## config.mk

```make
export PLATFORM = sky130hd
export DESIGN_NAME = ram_march_bist
export DESIGN_NICKNAME = d
export VERILOG_FILES = /design/src/rtl/ram_bist_pkg.sv /design/src/rtl/ram_bist_cmp.sv /design/src/rtl/ram_march_bist.sv
export SDC_FILE = /design/constraint.sdc
export NUM_CORES = 1
export LEC_CHECK = 0
export ABC_CLOCK_PERIOD_IN_PS = 3400
export CAP_MARGIN = 20
export CORE_MARGIN = 1
export CORE_UTILIZATION = 65
export CTS_CLUSTER_DIAMETER = 80
export CTS_CLUSTER_SIZE = 30
export DETAILED_ROUTE_END_ITERATION = 10
export DONT_BUFFER_PORTS = 1
export HOLD_SLACK_MARGIN = 0.12
export PLACE_DENSITY_LB_ADDON = 0.2
export SYNTH_ARGS = -nofsm -noshare
export SYNTH_HDL_FRONTEND = slang
export SYNTH_SLANG_ARGS = --single-unit
```

## constraint.sdc

```tcl
create_clock -name clk -period 3.4 [get_ports clk]
set_clock_uncertainty 0.2 [all_clocks]
set_input_delay 0.34 -clock clk [delete_from_list [all_inputs] [get_ports clk]]
set_output_delay 0.34 -clock clk [all_outputs]
set_load 0.005 [all_outputs]
```

## src/rtl/ram_bist_pkg.sv

```systemverilog
// Shared types and defaults for the March BIST initiator driving the 16x8 dual-port RAM.
package ram_bist_pkg;

    localparam int             ADDR_W_DEF  = 4;
    localparam int             DATA_W_DEF  = 8;
    localparam logic [7:0]     PATTERN_DEF = 8'h55;

    typedef enum logic [2:0] {
        IDLE,
        W0,
        R0W1,
        R1,
        DRAIN,
        DONE
    } state_t;

    function automatic int depth_of(input int aw);
        return 1 << aw;
    endfunction

endpackage

```

## src/rtl/ram_bist_cmp.sv

```systemverilog
// Read-check pipeline: remembers each issued read, compares the returned word one
// cycle later, and latches the first mismatch for reporting.
module ram_bist_cmp
    import ram_bist_pkg::*;
#(
    parameter int ADDR_W = ADDR_W_DEF,
    parameter int DATA_W = DATA_W_DEF
) (
    input  logic              clk,
    input  logic              rst,
    input  logic              clear,
    input  logic              issue,
    input  logic [ADDR_W-1:0] issue_addr,
    input  logic [DATA_W-1:0] issue_exp,
    input  logic [DATA_W-1:0] ram_rdata,
    output logic              mismatch,
    output logic              fail,
    output logic [ADDR_W-1:0] fail_addr,
    output logic [DATA_W-1:0] fail_data
);

    logic              chk_q;
    logic [DATA_W-1:0] exp_q;
    logic [ADDR_W-1:0] raddr_q;

    assign mismatch = chk_q && (ram_rdata != exp_q);

    // A read issued on the aborting edge must not be checked afterwards.
    always_ff @(posedge clk or posedge rst) begin
        if (rst) begin
            chk_q   <= 1'b0;
            exp_q   <= '0;
            raddr_q <= '0;
        end else if (clear) begin
            chk_q   <= 1'b0;
            exp_q   <= '0;
            raddr_q <= '0;
        end else begin
            chk_q   <= issue && !mismatch;
            exp_q   <= issue_exp;
            raddr_q <= issue_addr;
        end
    end

    always_ff @(posedge clk or posedge rst) begin
        if (rst) begin
            fail      <= 1'b0;
            fail_addr <= '0;
            fail_data <= '0;
        end else if (clear) begin
            fail      <= 1'b0;
            fail_addr <= '0;
            fail_data <= '0;
        end else if (mismatch && !fail) begin
            fail      <= 1'b1;
            fail_addr <= raddr_q;
            fail_data <= ram_rdata;
        end
    end

endmodule

```

## src/rtl/ram_march_bist.sv

```systemverilog
// March BIST sequencer: W0 ascending, R0/W1 ascending, R1 descending, then a drain
// cycle for the last check; aborts to DONE on the first mismatch.
module ram_march_bist
    import ram_bist_pkg::*;
#(
    parameter int                ADDR_W  = ADDR_W_DEF,
    parameter int                DATA_W  = DATA_W_DEF,
    parameter logic [DATA_W-1:0] PATTERN = DATA_W'(PATTERN_DEF)
) (
    input  logic              clk,
    input  logic              rst,
    input  logic              start,
    output logic              done,
    output logic              fail,
    output logic [ADDR_W-1:0] fail_addr,
    output logic [DATA_W-1:0] fail_data,
    output logic              ram_we,
    output logic [ADDR_W-1:0] ram_waddr,
    output logic [DATA_W-1:0] ram_wdata,
    output logic              ram_re,
    output logic [ADDR_W-1:0] ram_raddr,
    input  logic [DATA_W-1:0] ram_rdata
);

    localparam int                DEPTH    = depth_of(ADDR_W);
    localparam logic [ADDR_W-1:0] ADDR_MAX = ADDR_W'(DEPTH - 1);
    localparam logic [ADDR_W-1:0] ADDR_ONE = ADDR_W'(1);

    state_t            state_q, state_n;
    logic [ADDR_W-1:0] addr_q, addr_n;
    logic              clear;
    logic [DATA_W-1:0] issue_exp;
    logic              mismatch;

    always_ff @(posedge clk or posedge rst) begin
        if (rst) begin
            state_q <= IDLE;
            addr_q  <= '0;
        end else begin
            state_q <= state_n;
            addr_q  <= addr_n;
        end
    end

    // R0W1 reads and writes the same address in one cycle; this relies on the RAM
    // returning the old word for a same-address collision.
    always_comb begin
        state_n   = state_q;
        addr_n    = addr_q;
        clear     = 1'b0;
        ram_we    = 1'b0;
        ram_waddr = '0;
        ram_wdata = '0;
        ram_re    = 1'b0;
        ram_raddr = '0;
        issue_exp = '0;
        case (state_q)
            IDLE, DONE: begin
                if (start) begin
                    state_n = W0;
                    addr_n  = '0;
                    clear   = 1'b1;
                end
            end
            W0: begin
                ram_we    = 1'b1;
                ram_waddr = addr_q;
                ram_wdata = PATTERN;
                if (addr_q == ADDR_MAX) begin
                    state_n = R0W1;
                    addr_n  = '0;
                end else begin
                    addr_n = addr_q + ADDR_ONE;
                end
            end
            R0W1: begin
                ram_re    = 1'b1;
                ram_raddr = addr_q;
                issue_exp = PATTERN;
                ram_we    = 1'b1;
                ram_waddr = addr_q;
                ram_wdata = ~PATTERN;
                if (mismatch) begin
                    state_n = DONE;
                end else if (addr_q == ADDR_MAX) begin
                    state_n = R1;
                    addr_n  = ADDR_MAX;
                end else begin
                    addr_n = addr_q + ADDR_ONE;
                end
            end
            R1: begin
                ram_re    = 1'b1;
                ram_raddr = addr_q;
                issue_exp = ~PATTERN;
                if (mismatch) begin
                    state_n = DONE;
                end else if (addr_q == '0) begin
                    state_n = DRAIN;
                end else begin
                    addr_n = addr_q - ADDR_ONE;
                end
            end
            DRAIN: begin
                state_n = DONE;
            end
            default: begin
                state_n = IDLE;
            end
        endcase
    end

    assign done = (state_q == DONE);

    ram_bist_cmp #(
        .ADDR_W (ADDR_W),
        .DATA_W (DATA_W)
    ) u_cmp (
        .clk        (clk),
        .rst        (rst),
        .clear      (clear),
        .issue      (ram_re),
        .issue_addr (ram_raddr),
        .issue_exp  (issue_exp),
        .ram_rdata  (ram_rdata),
        .mismatch   (mismatch),
        .fail       (fail),
        .fail_addr  (fail_addr),
        .fail_data  (fail_data)
    );

endmodule

```

==> results of run 1 <==
path summary, 6_finish.rpt:
| path | from | endpoint | slack, ps |
|---|---|---|---|
| setup / recovery | state_q[0] | ram_wdata[2] | 1020 |
| hold / removal | rst | u_cmp.raddr_q[0] | 160 |
| setup reg to reg | addr_q[0] | addr_q[2] | 1060 |
| hold reg to reg | u_cmp.raddr_q[0] | u_cmp.fail_addr[0] | 290 |
| max in group asynchronous | rst | u_cmp.fail_data[1] | 2490 |
| min in group clk | start | u_cmp.fail | 160 |
stage by stage:
stage	cell area [µm²]	instances
floorplan	1509	151
global placement	1440	161
detailed placement	1440	161
CTS	1567	175
global route	1594	176
finish	1594	176
state kept, by name (all words and copies together), names as in the netlist:
name             flops
state_q              3
u_cmp.fail_data      8
u_cmp.fail           1
u_cmp.raddr_q        4
addr_q               4
u_cmp.fail_addr      4
u_cmp.chk_q          1
u_cmp.exp_q          2
power groups by stage:
| stage | clock [W] | sequential, W | combinational (W) |
|---|---|---|---|
| final | 0.000129 | 0.000604 | 0.000703 |
| after global routing | 0.000144 | 0.000626 | 0.000796 |
| after CTS | 0.000134 | 0.000601 | 0.000701 |
| after detailed placement | 0 | 0.000607 | 0.000689 |
| after global placement | 0 | 0.000602 | 0.000669 |
| after floorplan | 0 | 0.000494 | 0.000736 |
placed cells by master (no fill, tap or decap), drive strengths merged, types with 2 or more instances in the layout:
cell type    instances
a221oi               2
ha                   3
o21ai                3
nor3                 4
nor3b                2
dlygate4sd3         10
o22ai                2
or4                  2
mux2                 2
a21oi                7
and2                 8
nor2                15
nand4                2
nor2b                5
a31oi                3
xnor2                2
mux2i                3
dfrtp               27
a22o                13
xor2                 2
nand2                4
inv                  7
clkbuf               4
layout make-up:
| cell class | instances | share of cell area (%) |
|---|---|---|
| Multi-Input combinational cell | 99 | 44.11 |
| Sequential cell | 27 | 42.39 |
| Timing Repair Buffer | 11 | 8.006 |
| Tap cell | 28 | 2.198 |
| Clock buffer | 4 | 1.648 |
| Inverter | 7 | 1.648 |
timing repair:
action | CTS | global route
setup endpoints to repair | 0 | 0
hold endpoints to repair | 36 | 0
hold buffers | 10 | 0
per-layer routing:
metal / vias to the layer above / GRT usage [%] / share of wire [%]
li1: 533 / - / -
met1: 536 / 34.94 / 44
met2: 52 / 43.56 / 49
met3: 6 / 4.242 / 5.4
met4: 0 / 11.43 / 1.9
met5: - / 0 / 0
cells by family (layout without fill, tap and decap cells):
group | after synthesis | in the layout
mux | 5 | 5
simple gates | 46 | 46
fa+ha+maj | 3 | 3
compound gates | 41 | 41
buf+inv | 25 | 22
flops | 27 | 27
xor+xnor | 4 | 4
==> results by group, run 1 <==
Yosys
  – Yosys top cell area share: 44.78%
  – Post-synthesis compound-gate area fraction: 20.98%
  – Synth warn: 0
  – Post-synth EDFFs: 0
  – Most used DFF post-synth: dfrtp_1
  – Synth Area in Adders: 2.488%
  – Synthesized area: 1509 µm²
  – Largest family of logic cells by synthesized area: compound AO/OA/AOI/OAI gates
  – Multiplexer area fraction after synthesis: 3.483%
  – Post-synthesis simple-gate area fraction: 17.33%
  – Synth top area cells: dfrtp_1 (45%), a22o_1 (7.5%), nor2_1 (3.7%)
  – Xor-xnor portion of the synthesized cell area: 2.322%
  – Mapped Cells: 151
  – Area leader, netlist: dfrtp_1
  – Synthesized area per cell: 9.993 µm²
  – Post-synthesis sequential area ratio: 44.78%
  – Unique cell type count in the Yosys netlist: 44
  – Synth async-reset ratio: 100.0%
  – Top post-synthesis cells by count: dfrtp_1 (27), nor2_1 (15), a22o_1 (13)
  – Syn nets: 165
  – #FFs+latches synth: 27
  – Count leader, synth: dfrtp_1

Routing
  – DRT Pass-1 Iters: 4
  – Avg Vias per Cell: 6.403
  – Total wire length: 2.991 mm
  – DRT antenna net count: 0
  – Number of remaining DRC errors: 0
  – Per-cell routed wire length: 16.99 µm
  – DR vias: 1127
  – DRT iter0 DRCs: 23

Timing
  – Highest clock rate: 420.9 MHz
  – Max Slew Vio Count: 0
  – Period utilization: 69.88%
  – Post-layout min period: 2376 ps
  – Worst-margin pin slew: 561.8 ps
  – Sum of negative setup slack: 0 ps
  – RSZ-0062 raised after global routing: false
  – Hold slack: 156.1 ps
  – Final Hold Viols: 0
  – Slew HR: 62.55%
  – Fin worst setup slack: 1024 ps
  – Setup violators final: 0

Critical path
  – Top Family by Delay on Critical Path: simple AND/OR/NAND/NOR gates
  – Crit Path Category: reg -> out
  – Worst EP arrival: 1840 ps
  – CP Depth: 2
  – Startpoint Class: register
  – Worst path bufs/invs: 0
  – Worst-path fanout max: 19
  – CP max stage cell: dfrtp_1
  – Worst path max stage delay: 720 ps
  – Crit path required time: 2860 ps
  – Most frequent CP cell: nor2b_1
  – Worst Setup End Kind: output pin
  – Critical Path, Cell by Cell: nor2b_1, nor2b_1
  – Reg2Reg Depth: 7

Floorplan
  – Core Rows: 17
  – Core ar.: 2191 µm²
  – Die height: 50.18 µm
  – Die footprint: 2518 µm²
  – Die X: 50.18 µm
  – I/O pin count: 43
  – Initial core utilization: 68.87%

Placement
  – PortBufs: 0
  – Routability Congestion: 0.8471
  – Place WS: 1109 ps
  – Post-DP HPWL: 2.016 mm

Layout
  – Layout cells sized above 1: 6.081%
  – Register area: 675.6 µm²
  – # diodes: 0
  – Area Growth Syn to Fin: 5.639%
  – Multi-input gate area: 703.2 µm²
  – Filler cell count in the final layout: 163
  – Total Nets Final: 163
  – Layout Utilization: 72.76%

Power and ir drop
  – PD cells: 900.7 nW/µm²
  – Combinational cell fraction of total power: 49.0%
  – VDD IR-drop max: 0.6175 mV
  – Clk pwr share: 9.0%
  – NetSw: 0.0006436 W
  – Switching Share: 44.83%
  – LEAKAGE: 0.7207 nW
  – Internal: 0.0007922 W
  – Sequential Power Share: 42.0%
  – Final total power: 0.001436 W

CTS
  – CTS tree: built
  – Num CTS Buffers: 3
  – Post-CTS setup repair buffer count: 0
  – Clock Sinks: 27
  – Max clock buf depth: 2
  – Root Buffer: clkbuf_4
  – Worst skew pair latency: 300 ps
  – H-Tree Depth: 1
  – Post-CTS sizing: 0
  – CTS clk-pin slew, worst paths: 130 ps

Global routing
  – First-pass GRT wire length: 5.085 mm
  – Grt total ovfl: 0
  – Total track usage: 26.67%
  – Initial antenna violation count: 0
  – Vias in the first global route: 1060
  – Pin count of the biggest net entering global routing: 28

Run
  – MaxCap Viol Count: 0

Status
  – Run status: completed

Hold path
  – HP Class: in -> async
Power figures use the tool's default switching activity.
==> run 2: changes to the inputs <==
--- a/config.mk
+++ b/config.mk
@@ -5,10 +5,11 @@
 export SDC_FILE = /design/constraint.sdc
 export NUM_CORES = 1
 export LEC_CHECK = 0
-export ABC_CLOCK_PERIOD_IN_PS = 3400
+export ABC_CLOCK_PERIOD_IN_PS = 2050
 export CAP_MARGIN = 20
+export CORE_ASPECT_RATIO = 0.5
 export CORE_MARGIN = 1
-export CORE_UTILIZATION = 65
+export CORE_UTILIZATION = 56
 export CTS_CLUSTER_DIAMETER = 80
 export CTS_CLUSTER_SIZE = 30
 export DETAILED_ROUTE_END_ITERATION = 10
==> constraint.sdc (replaced) <==
create_clock -name clk -period 2.05 [get_ports clk]
set_clock_uncertainty 0.2 [all_clocks]
set_input_delay 0.205 -clock clk [delete_from_list [all_inputs] [get_ports clk]]
set_output_delay 0.205 -clock clk [all_outputs]
set_load 0.005 [all_outputs]
==> results by group, run 2 (same netlist as run 1, synthesis figures left out) <==
Timing
  – Max Slew Vio Count: 0
  – Highest clock rate: 504.7 MHz
  – Worst-margin pin slew: 356.4 ps
  – Final Hold Viols: 0
  – Period utilization: 96.65%
  – Fin worst setup slack: 68.60 ps
  – Post-layout min period: 1981 ps
  – Setup violators final: 0
  – Slew HR: 75.94%
  – RSZ-0062 raised after global routing: true

Critical path
  – Reg2reg setup slack: 70 ps
  – Worst path bufs/invs: 0
  – Worst path max stage delay: 390 ps
  – Startpoint Class: register
  – Critical Path, Cell by Cell: or4_1, mux2i_1, a21boi_2, a21oi_2, mux2_1
  – Worst Setup End Kind: register
  – Top Family by Delay on Critical Path: multiplexers
  – Worst-path fanout max: 5
  – CP Depth: 5
  – Crit Path Category: reg -> reg
  – RR Endpoint: addr_q[2]
  – CP max stage cell: or4_1
  – Crit path required time: 2010 ps
  – Worst EP arrival: 1940 ps
  – Critical Path Sink: addr_q[2]
  – Crit. Startpoint: u_cmp.exp_q[5]
  – R2R Path Start: u_cmp.exp_q[5]
  – Reg2Reg Depth: 5

Power and ir drop
  – LEAKAGE: 0.8064 nW
  – Final total power: 0.002702 W
  – VDD IR-drop max: 0.8279 mV
  – PD cells: 1542 nW/µm²

Global routing
  – Total track usage: 23.62%
  – First-pass GRT wire length: 4.843 mm
  – Pin count of the biggest net entering global routing: 28
  – Met3 Usage GRT: 6.250%
  – Grt met1 use: 28.71%
  – Busiest layer in global routing: met2
  – Initial antenna violation count: 0
  – Vias in the first global route: 1084
  – Grt total ovfl: 0
  – Met2 Use GR: 41.52%

Layout
  – Reg with most FFs: u_cmp.fail_data
  – Layout cells sized above 1: 19.39%
  – Area Growth Syn to Fin: 16.09%
  – Most common cell after layout, fill and taps aside: dfrtp_1
  – # diodes: 0
  – Number of flip-flops in the largest register: 8
  – Total Nets Final: 180
  – Most frequent cells in the layout: dfrtp_1 (26), buf_4 (18), a22o_1 (13), nor2_1 (13), dlygate4sd3_1 (10)

CTS
  – Root Buffer: clkbuf_8
  – H-Tree Depth: 1
  – Max clock buf depth: 2
  – CTS clk-pin slew, worst paths: 90 ps
  – Post-CTS setup repair buffer count: 0
  – Num CTS Buffers: 3
  – CTS tree: built
  – Clock Sinks: 27
  – Worst skew pair latency: 270 ps

Routing
  – DRT antenna net count: 0
  – Total wire length: 3.218 mm
  – DRT Pass-1 Iters: 4
  – DR vias: 1170
  – Per-cell routed wire length: 16.09 µm
  – Number of remaining DRC errors: 0
  – Avg Vias per Cell: 5.850
  – DRT iter0 DRCs: 37

Run
  – MaxCap Viol Count: 0

Floorplan
  – Core Rows: 12
  – Initial core utilization: 63.61%
  – Die X: 75.41 µm
  – Die height: 38.71 µm
  – Core ar.: 2372 µm²
  – I/O pin count: 43
  – Die footprint: 2919 µm²

Status
  – Run status: completed

Placement
  – Place WS: 75.05 ps
  – PortBufs: 0
  – Post-DP HPWL: 2.189 mm
  – Routability Congestion: 0.8064

Hold path
  – HP Class: in -> reg
run 2: cell count changes in the layout (fill, tap and decap cells not counted), moves of 2 or more:
| cell | before | now |
|---|---|---|
| nor2_2 | 0 | 2 |
| clkbuf_4 | 3 | 0 |
| clkbuf_8 | 0 | 3 |
| buf_4 | 0 | 18 |
| nor2_1 | 15 | 13 |
run 2: area by class of cell:
cell class              count  area, µm²
fillers                   169      620.6
clock inverters             1      7.507
clock buffers               3      41.29
flip-flops and latches     27      676.9
inverters                   7      26.28
well taps                  35      43.79
repair buffers             28      235.2
multi-input cells          99      720.7
run 2: worst register-to-register path, stage by stage, from the launching register on:
cell and delay [ps]:
dfrtp_1 380, or4_1 390, mux2i_1 170, a21boi_2 130, a21oi_2 240, mux2_1 350
run 2: through the flow:
stage | instances | cell area, µm² | hold WS [ps] | utilization, % | TNS, ps
4_1_cts | 200 | 1733 | 143.9 | 73.05 | 0
3_3_place_gp | 186 | 1584 | -29.48 | 66.77 | 0
3_5_place_dp | 186 | 1584 | -26.79 | 66.77 | 0
6_report | 200 | 1752 | 117.3 | 73.84 | 0
2_1_floorplan | 151 | 1509 | 57.72 | - | 0
5_1_grt | 200 | 1752 | 124.0 | 73.84 | -34.02
run 2: report_power, final:
| group | internal, W | switching [W] |
|---|---|---|
| Combinational | 0.000708 | 0.000799 |
| Clock | 0.000138 | 0.000159 |
| Sequential | 0.000713 | 0.000185 |
run 2: worst min-delay path by stage:
| stage | start | end | slack [ps] | depth (start not counted) |
|---|---|---|---|---|
| global route | start | addr_q[1] | 120 | 3 |
| detailed placement | rst | u_cmp.fail_data[2] | -30 | 2 |
| floorplan | rst | addr_q[0] | 60 | 1 |
| global placement | rst | u_cmp.fail_data[1] | -30 | 2 |
| finish | start | addr_q[1] | 120 | 3 |
| CTS | start | addr_q[1] | 140 | 3 |
run 2: repair_timing:
item	in CTS	in global routing
hold endpoints to repair	38	0
endpoints found under the setup margin	0	11
gates resized for setup	0	5
hold buffers	10	0
run 2: metal layers:
layer / up-vias / share of wire [%]
li1: 560 / -
met3: 2 / 6.9
met5: - / 0
met1: 565 / 48
met2: 43 / 45
met4: 0 / 0.59
